==> src/rtl/addsub_pkg.sv <==
// Shared definitions for the pipelined carry-lookahead adder/subtractor:
// operation encoding, configuration legality and group-to-stage slicing helpers.
package addsub_pkg;

  typedef enum logic {
    OP_ADD = 1'b0,
    OP_SUB = 1'b1
  } addsub_op_e;

  localparam int GROUP_BITS = 4;

  function automatic bit cfg_legal(input int width, input int stages);
    return (width >= 8) && (width <= 64) && ((width % GROUP_BITS) == 0) &&
           (stages >= 1) && (stages <= width / GROUP_BITS);
  endfunction

  // First group index owned by stage s; slice_lo(groups, stages, stages) == groups.
  function automatic int slice_lo(input int groups, input int stages, input int s);
    return (stages > 0) ? (s * groups) / stages : 0;
  endfunction

  function automatic int stage_of(input int groups, input int stages, input int g);
    int st;
    st = 0;
    for (int s = 1; s < stages; s++) begin
      if (slice_lo(groups, stages, s) <= g) st = s;
    end
    return st;
  endfunction

endpackage

==> src/rtl/cla_group4.sv <==
// 4-bit carry-lookahead group: sum bits plus group propagate/generate,
// which depend only on a and b so the next lookahead level never waits on cin.
module cla_group4 (
  input  logic [3:0] a,
  input  logic [3:0] b,
  input  logic       cin,
  output logic [3:0] s,
  output logic       p_out,
  output logic       g_out
);

  logic [3:0] p;
  logic [3:0] g;
  logic [3:0] c;

  assign p = a ^ b;
  assign g = a & b;

  assign c[0] = cin;
  assign c[1] = g[0] | (p[0] & cin);
  assign c[2] = g[1] | (p[1] & g[0]) | (p[1] & p[0] & cin);
  assign c[3] = g[2] | (p[2] & g[1]) | (p[2] & p[1] & g[0]) | (p[2] & p[1] & p[0] & cin);

  assign s     = p ^ c;
  assign p_out = &p;
  assign g_out = g[3] | (p[3] & g[2]) | (p[3] & p[2] & g[1]) | (p[3] & p[2] & p[1] & g[0]);

endmodule

==> src/rtl/pipe_cla_addsub.sv <==
// Pipelined two-level carry-lookahead adder/subtractor with valid/ready flow control.
// Define ADDSUB_FLAGS_EN to build the signed-overflow and zero flags; otherwise they read 0.
module pipe_cla_addsub
  import addsub_pkg::*;
#(
  parameter int WIDTH  = 32,
  parameter int STAGES = 2
) (
  input  logic             clk,
  input  logic             rst_n,
  input  logic             in_valid,
  output logic             in_ready,
  input  logic [WIDTH-1:0] in_a,
  input  logic [WIDTH-1:0] in_b,
  input  logic             in_op,
  input  logic             in_cin,
  output logic             out_valid,
  input  logic             out_ready,
  output logic [WIDTH-1:0] out_sum,
  output logic             out_cout,
  output logic             out_ovf,
  output logic             out_zero
);

  localparam int NG   = WIDTH / GROUP_BITS;
  localparam int LAST = STAGES - 1;

  if (!cfg_legal(WIDTH, STAGES)) begin : g_bad_cfg
    $error("pipe_cla_addsub: illegal WIDTH=%0d / STAGES=%0d", WIDTH, STAGES);
  end

  // Flat lookahead carry into group hi from a slice starting at group lo.
  function automatic logic la_carry(input logic [NG-1:0] p, input logic [NG-1:0] g,
                                    input int lo, input int hi, input logic cin);
    logic c;
    logic term;
    c = 1'b0;
    for (int k = lo; k < hi; k++) begin
      term = g[k];
      for (int j = k + 1; j < hi; j++) term = term & p[j];
      c = c | term;
    end
    term = cin;
    for (int j = lo; j < hi; j++) term = term & p[j];
    return c | term;
  endfunction

  function automatic logic [WIDTH-1:0] span_mask(input int lo, input int hi);
    logic [WIDTH-1:0] m;
    m = '0;
    for (int i = GROUP_BITS * lo; i < GROUP_BITS * hi; i++) m[i] = 1'b1;
    return m;
  endfunction

  logic adv;

  // Stage inputs (from the ports for stage 0, from the previous register otherwise).
  logic [WIDTH-1:0]  st_a   [STAGES];
  logic [WIDTH-1:0]  st_b   [STAGES];
  logic [WIDTH-1:0]  st_s   [STAGES];
  logic [STAGES-1:0] st_c;
  logic [STAGES-1:0] st_v;
  logic [STAGES-1:0] st_cout;

  logic [WIDTH-1:0]  sum_d  [STAGES];
  logic [WIDTH-1:0]  a_d    [STAGES];
  logic [WIDTH-1:0]  b_d    [STAGES];

  logic [WIDTH-1:0]  sum_q  [STAGES];
  logic [WIDTH-1:0]  a_q    [STAGES];
  logic [WIDTH-1:0]  b_q    [STAGES];
  logic [STAGES-1:0] c_q;
  logic [STAGES-1:0] v_q;

  logic [NG-1:0]     grp_p;
  logic [NG-1:0]     grp_g;
  logic [NG-1:0]     grp_cin;
  logic [WIDTH-1:0]  grp_sum;

  assign adv      = ~out_valid | out_ready;
  assign in_ready = adv;

  for (genvar s = 0; s < STAGES; s++) begin : g_stage
    localparam int LO = slice_lo(NG, STAGES, s);
    localparam int HI = slice_lo(NG, STAGES, s + 1);
    localparam logic [WIDTH-1:0] SLICE_M = span_mask(LO, HI);
    localparam logic [WIDTH-1:0] DONE_M  = span_mask(0, HI);

    if (s == 0) begin : g_src_in
      assign st_a[s] = in_a;
      assign st_b[s] = (in_op == OP_SUB) ? ~in_b : in_b;
      assign st_s[s] = '0;
      assign st_c[s] = (in_op == OP_SUB) ? 1'b1 : in_cin;
      assign st_v[s] = in_valid;
    end else begin : g_src_reg
      assign st_a[s] = a_q[s-1];
      assign st_b[s] = b_q[s-1];
      assign st_s[s] = sum_q[s-1];
      assign st_c[s] = c_q[s-1];
      assign st_v[s] = v_q[s-1];
    end

    assign st_cout[s] = la_carry(grp_p, grp_g, LO, HI, st_c[s]);
    assign sum_d[s]   = (st_s[s] & ~SLICE_M) | (grp_sum & SLICE_M);
    // Only operand bits of later slices travel on.
    assign a_d[s]     = st_a[s] & ~DONE_M;
    assign b_d[s]     = st_b[s] & ~DONE_M;
  end

  for (genvar g = 0; g < NG; g++) begin : g_grp
    localparam int S  = stage_of(NG, STAGES, g);
    localparam int LO = slice_lo(NG, STAGES, S);

    cla_group4 u_grp (
      .a     (st_a[S][GROUP_BITS*g +: GROUP_BITS]),
      .b     (st_b[S][GROUP_BITS*g +: GROUP_BITS]),
      .cin   (grp_cin[g]),
      .s     (grp_sum[GROUP_BITS*g +: GROUP_BITS]),
      .p_out (grp_p[g]),
      .g_out (grp_g[g])
    );

    assign grp_cin[g] = la_carry(grp_p, grp_g, LO, g, st_c[S]);
  end

  // NOTE: data registers are reset too, so every result output reads 0 while rst_n is low.
  always_ff @(posedge clk or negedge rst_n) begin
    if (!rst_n) begin
      for (int s = 0; s < STAGES; s++) begin
        v_q[s]   <= 1'b0;
        c_q[s]   <= 1'b0;
        a_q[s]   <= '0;
        b_q[s]   <= '0;
        sum_q[s] <= '0;
      end
    end else if (adv) begin
      // NOTE: non-blocking assignments let every stage sample its predecessor's old value.
      for (int s = 0; s < STAGES; s++) begin
        v_q[s] <= st_v[s];
        if (st_v[s]) begin
          c_q[s]   <= st_cout[s];
          a_q[s]   <= a_d[s];
          b_q[s]   <= b_d[s];
          sum_q[s] <= sum_d[s];
        end
      end
    end
  end

  assign out_valid = v_q[LAST];
  assign out_sum   = sum_q[LAST];
  assign out_cout  = c_q[LAST];

`ifdef ADDSUB_FLAGS_EN
  logic msb_cin;
  logic ovf_d;
  logic zero_d;
  logic ovf_q;
  logic zero_q;

  // Carry into the MSB recovered from its sum bit: s = a ^ b ^ cin.
  assign msb_cin = st_a[LAST][WIDTH-1] ^ st_b[LAST][WIDTH-1] ^ grp_sum[WIDTH-1];
  assign ovf_d   = msb_cin ^ st_cout[LAST];
  assign zero_d  = ~|sum_d[LAST];

  always_ff @(posedge clk or negedge rst_n) begin
    if (!rst_n) begin
      ovf_q  <= 1'b0;
      zero_q <= 1'b0;
    end else if (adv && st_v[LAST]) begin
      ovf_q  <= ovf_d;
      zero_q <= zero_d;
    end
  end

  assign out_ovf  = ovf_q;
  assign out_zero = zero_q;
`else
  assign out_ovf  = 1'b0;
  assign out_zero = 1'b0;
`endif

endmodule
==> config.mk <==
export PLATFORM = sky130hd
export DESIGN_NAME = pipe_cla_addsub
export DESIGN_NICKNAME = d
export VERILOG_FILES = /design/src/rtl/addsub_pkg.sv /design/src/rtl/cla_group4.sv /design/src/rtl/pipe_cla_addsub.sv
export SDC_FILE = /design/constraint.sdc
export NUM_CORES = 1
export LEC_CHECK = 0
export BUFFER_PORTS_ARGS = -buffer_cell sky130_fd_sc_hd__buf_2
export CAP_MARGIN = 20
export CORE_AREA = 5 5 105 107
export DETAILED_ROUTE_END_ITERATION = 8
export DIE_AREA = 0 0 110 112
export PLACE_DENSITY = 0.76
export SYNTH_ARGS = -nofsm -noshare
export SYNTH_HDL_FRONTEND = slang
export SYNTH_SLANG_ARGS = --single-unit
==> constraint.sdc <==
create_clock -name clk -period 2.5 [get_ports clk]
set_input_delay 0.75 -clock clk [delete_from_list [all_inputs] [get_ports clk]]
set_output_delay 0.75 -clock clk [all_outputs]
set_load 0.005 [all_outputs]
Word level (Yosys, flattened, before mapping)
Index checks and enable logic that the tools add are counted.

Bitwise operators: 252. Reductions and logical operators: 10. Multiplexer cells: 2.

Operators with widths (count): bitwise AND 1 bit (132); OR 1 bit (93); bitwise XOR 4 bit (16); bitwise AND 4 bit (8); two-way mux 32 bit (1); NOT 32 bit (1); OR 16 x 32 -> 32 bit (1); AND reduction 4 bit (8); AND reduction 2 bit (2); two-way mux 1 bit (1); NOT 1 bit (1).

Output and inout port bits: 37. Bits in registers: 84. Bits of input ports: 70.

Logic depth before layout (Yosys ltp)
Depth after elaboration: 15. Depth in mapped cells: 11. Gate-level depth less buffers: 9.

By module
Synthesis repeated with hierarchy kept, for this count alone.

Cells, all modules: 432. Area total of the unflattened synthesis: 5026.1 µm².

By module, submodules not included: pipe_cla_addsub (sequential area each 2102.0 µm², cells an instance 256, times used 1, area each 3564.7 µm²); cla_group4 (sequential area each 0.0 µm², cells an instance 22, times used 8, area each 182.7 µm²).

Worst setup path after synthesis
Ideal clock, no wire load.

Path type: input port to flip-flop. Start point: in in_op. End point: reg sum_q, in the netlist st_s[13]. Path buffers: 2. Setup time: 0.083 ns. Data required time: 2.417 ns. Path slack: -0.789 ns. Cell stages on the path: 11. Data arrival time: 3.207 ns. Cell sequence: buf_6 > clkbuf_1 > xor2_1 > ha_1 > nand3_1 > o22ai_1 > a211oi_4 > o31a_1 > fa_1 > xor2_1 > o21ai_0.

Word-level cells in the longest chain between the ends: 14.

RTL lines: from (decl) (line pipe_cla_addsub.sv:15) `input logic in_op,`; two-way mux 32 bit (line pipe_cla_addsub.sv:91) `assign st_b[s] = (in_op == OP_SUB) ? ~in_b : in_b;`; bitwise XOR 4 bit or bitwise AND 4 bit (tied branches) (line cla_group4.sv:16, cla_group4.sv:17); bitwise AND 1 bit (line cla_group4.sv:26) `assign g_out = g[3] | (p[3] & g[2]) | (p[3] & p[2] & g[1]) | (p[3] & p[2] & p[1] & g[0]);`; OR 1 bit or bitwise AND 1 bit (tied branches) (2 in series) (line cla_group4.sv:26); OR 1 bit (line cla_group4.sv:26); bitwise AND 1 bit (2 in series) (line pipe_cla_addsub.sv:40) `for (int j = k + 1; j < hi; j++) term = term & p[j];`; OR 1 bit (2 in series) (line pipe_cla_addsub.sv:41) `c = c | term;`; OR 1 bit (line pipe_cla_addsub.sv:45) `return c | term;`; bitwise AND 1 bit (line cla_group4.sv:20) `assign c[1] = g[0] | (p[0] & cin);`; OR 1 bit (line cla_group4.sv:20); bitwise XOR 4 bit (*) (line cla_group4.sv:24) `assign s = p ^ c;`; to (signal, indexed assignment) (line pipe_cla_addsub.sv:144) `sum_q[s] <= sum_d[s];`; to (decl) (line pipe_cla_addsub.sv:69) `logic [WIDTH-1:0] sum_q [STAGES];`.

Mark *: on every way between the ends. The rest lies on a longest branch, timed or not. A chain may end at the register's enable or synchronous reset.

Worst setup path in the final report
Start point: in in_op. End point: reg sum_q, in the netlist st_s[12].

Word-level cells in the longest chain between the ends: 12.

RTL lines (line): two-way mux 32 bit (pipe_cla_addsub.sv:91); bitwise XOR 4 bit or bitwise AND 4 bit (tied branches) (cla_group4.sv:16, cla_group4.sv:17); bitwise AND 1 bit (cla_group4.sv:26); OR 1 bit or bitwise AND 1 bit (tied branches) (2 in series) (cla_group4.sv:26); OR 1 bit (cla_group4.sv:26); bitwise AND 1 bit (2 in series) (pipe_cla_addsub.sv:40); OR 1 bit (2 in series) (pipe_cla_addsub.sv:41); OR 1 bit (pipe_cla_addsub.sv:45); bitwise XOR 4 bit (*) (cla_group4.sv:24).

Marked as above.

==> qor.csv <==
stage,metric,value,unit
sta,slew_violations,0,
clock_network,cts_tree,done,
yosys,netlist-cell-type-count,49,
die,dieArea,0.0123,mm2
clock_network,clock-sinks,84,
yosys,synth_warnings,0,
critical_path,path_cells,buf_12 -> xor2_1 -> ha_2 -> o21ai_2 -> a22oi_2 -> a211oi_4 -> o31a_1 -> fa_2 -> o21ai_1,
drt,drt-total-wl,11.1,mm
run,cap_violations,0,
place,dpl-instance-area,0.00571,mm2
yosys,synth_edf_count,0,
clock_network,htreeDepth,3,
sta,fin_skew,16.5,ps
critical_path,path_buf_inv,1,
drt,vias,3929,
clock_network,cts-hold-fix-buffers,0,
global_route,grt_max_degree,51,
global_route,antenna_found_initial,0,
critical_path,endpoint_kind,flop,
critical_path,required,2720,ps
critical_path,critPathTopFamily,adder cells,
yosys,synth_area_per_cell,9.05,um2
clock_network,clk_pin_slew,90,ps
place,routabilityCongestion,0.800,
yosys,yosysSeqAreaShare,44.1,%
power_and_ir_drop,power.density,784,mW/mm2
global_route,grt_pass1_wl,18.6,mm
sta,rsz0062_at_grt,yes,
final_layout,drive_gt1_share,28.0,%
sta,hold_violations,0,
place,dpl.hpwl,8.58,mm
clock_network,clk_latency,350,ps
final_layout,fin_nets,771,
drt,post_drt_wl_per_cell,13.9,um
sta,fin_crit_sh,97.9,%
sta,relSlewSlack,60.6,%
power_and_ir_drop,ir_drop,0.329,mV
die,core,0.0100,mm2
die,die_y,112,um
place,io_buffers,104,
yosys,synth-async-reset-ratio,100,%
drt,ant_nets,0,
critical_path,worstSetupPathType,in -> reg,
yosys,synth_seq_cells,84,
critical_path,ff2ff_setup_slack,90,ps
min_path,hold_class,in -> async,
global_route,grt_overflow,0,
critical_path,crit_arrival,2660,ps
clock_network,cts_buffer_depth,2,
die,num_io_pins,107,
critical_path,startpoint_type,input port,
critical_path,r2r_cells,9,
sta,clock.fmax,409,MHz
critical_path,r2r_end,out_sum[29],
critical_path,path_depth,9,
critical_path,cp_slowest_stage_delay,520,ps
final_layout,diodes,0,
final_layout,syn_to_final_growth,25.7,%
critical_path,cp_slowest_cell,fa_2,
power_and_ir_drop,cellLeakagePower,3.07,nW
yosys,synthCells,527,
drt,drt-initial-drc-count,172,
outcome,status,finished clean,
critical_path,cp_max_fo,12,
drt,drc,0,
die,rows,37,
yosys,synth_flop_cell,dfrtp_1,
global_route,grt_pass1_vias,4003,
sta,layout_min_cycle_time,2450,ps
yosys,syn_area,0.00477,mm2
die,die_x,110,um
drt,viasPerCell,4.91,
clock_network,numCtsBuffers,9,
drt,drt_pass1_iterations,4,
sta,worstMarginPinSlew,591,ps
global_route,grt_usage,18.8,%
sta,final-setup-viol-count,0,
final_layout,final_area,0.00599,mm2
clock_network,cts-root-buf,clkbuf_8,
sta,holdWs,358,ps
die,start_util,47.5,%
critical_path,r2r_start,b_q[56],
sequential cells by signal (all words and copies together) (netlist names):
register	cells
out_sum	32
st_s	16
v_q	2
b_q	16
a_q	16
c_q	2
placed cells by master, fill, tap and decap left out, types with 7 or more instances in the layout:
cell type  count
a21oi_1       11
buf_2        102
buf_4         41
clkbuf_8      10
dfrtp_1       84
fa_1           7
ha_1          29
inv_1         20
nand2_1      160
nand3_1        7
nor2_1        16
o21ai_0       47
xnor2_1       27
xor2_1        22
worst max path at each step:
| stage | from | end |
|---|---|---|
| after floorplan | in_op | st_s[12] |
| final | in_op | st_s[12] |
| after detailed placement | in_op | st_s[12] |
| after global placement | in_op | st_s[12] |
| after global routing | in_op | st_s[12] |
| after CTS | in_op | st_s[5] |
synth_stat cells, types with 2 or more instances:
| library cell | n | area [um2] |
|---|---|---|
| nor2_1 | 17 | 63.8 |
| o21bai_1 | 2 | 15.0 |
| ha_1 | 32 | 400 |
| and3_1 | 2 | 12.5 |
| fa_1 | 8 | 160 |
| o31ai_1 | 2 | 15.0 |
| nand2b_1 | 5 | 31.3 |
| and2_1 | 2 | 12.5 |
| buf_4 | 2 | 15.0 |
| o21ai_0 | 52 | 260 |
| nand3_1 | 8 | 40.0 |
| nand2_1 | 161 | 604 |
| a21oi_1 | 12 | 60.1 |
| o21a_1 | 2 | 15.0 |
| a31o_2 | 2 | 17.5 |
| o22ai_1 | 2 | 12.5 |
| xor2_1 | 25 | 219 |
| inv_1 | 20 | 75.1 |
| a31oi_1 | 2 | 12.5 |
| a211oi_1 | 5 | 37.5 |
| clkbuf_1 | 21 | 78.8 |
| o211ai_1 | 2 | 15.0 |
| nor3_1 | 2 | 10.0 |
| nand4_1 | 2 | 12.5 |
| xnor2_1 | 27 | 236 |
| dfrtp_1 | 84 | 2100 |
| o21ai_2 | 2 | 17.5 |
| a21o_1 | 3 | 22.5 |
logic make-up (layout without fill, tap and decap cells):
family,after synthesis,in the layout,share of synthesized area (%)
simple gates,205,205,17.5
buf+inv,45,181,3.88
other cells,1,2,0.0786
fa+ha+maj,40,40,11.8
flops,84,84,44.1
xor+xnor,52,52,9.55
compound gates,100,100,13.2
cell type report:
| cell class | count | area [um2] |
|---|---|---|
| Clock buffer | 10 | 138 |
| Clock inverter | 4 | 26.3 |
| Fill cell | 883 | 4050 |
| Inverter | 20 | 75.1 |
| Multi-Input combinational cell | 399 | 2580 |
| Sequential cell | 84 | 2100 |
| Tap cell | 136 | 170 |
| Timing Repair Buffer | 147 | 898 |
where the power goes:
group / internal, mW / leakage [nW] / switching (mW) / total (mW)
logic: 0.887 / 1.95 / 0.948 / 1.84
registers: 1.76 / 1.03 / 0.255 / 2.02
clock network: 0.377 / 0.0844 / 0.471 / 0.848
metal layers:
metal | GRT usage [%] | routed length (um)
met2 | 32.2 | 5510
met4 | 6.15 | 165
met1 | 24.4 | 4920
met5 | 0 | 0
met3 | 2.20 | 517
timing repair:
item | CTS | global route
gates cloned | 0 | 0
setup buffers | 1 | 3
resized for setup | 5 | 13
setup endpoints to repair | 11 | 11
pin swaps | 2 | 10
stage by stage:
stage                     TNS (ps)  cells  power (mW)  worst slack (ps)  utilization (%)
after floorplan              -2040    528        3.06              -355                -
after global placement       -3600    782        3.74              -406             56.9
after detailed placement     -5010    782        3.83              -491             56.9
after CTS                    -22.5    797        4.70             -16.5             58.8
after global routing          -118    800        5.06             -47.0             59.7
final                            0    800        4.70              52.5             59.7
Note: power is estimated with default switching activity, not from simulation.
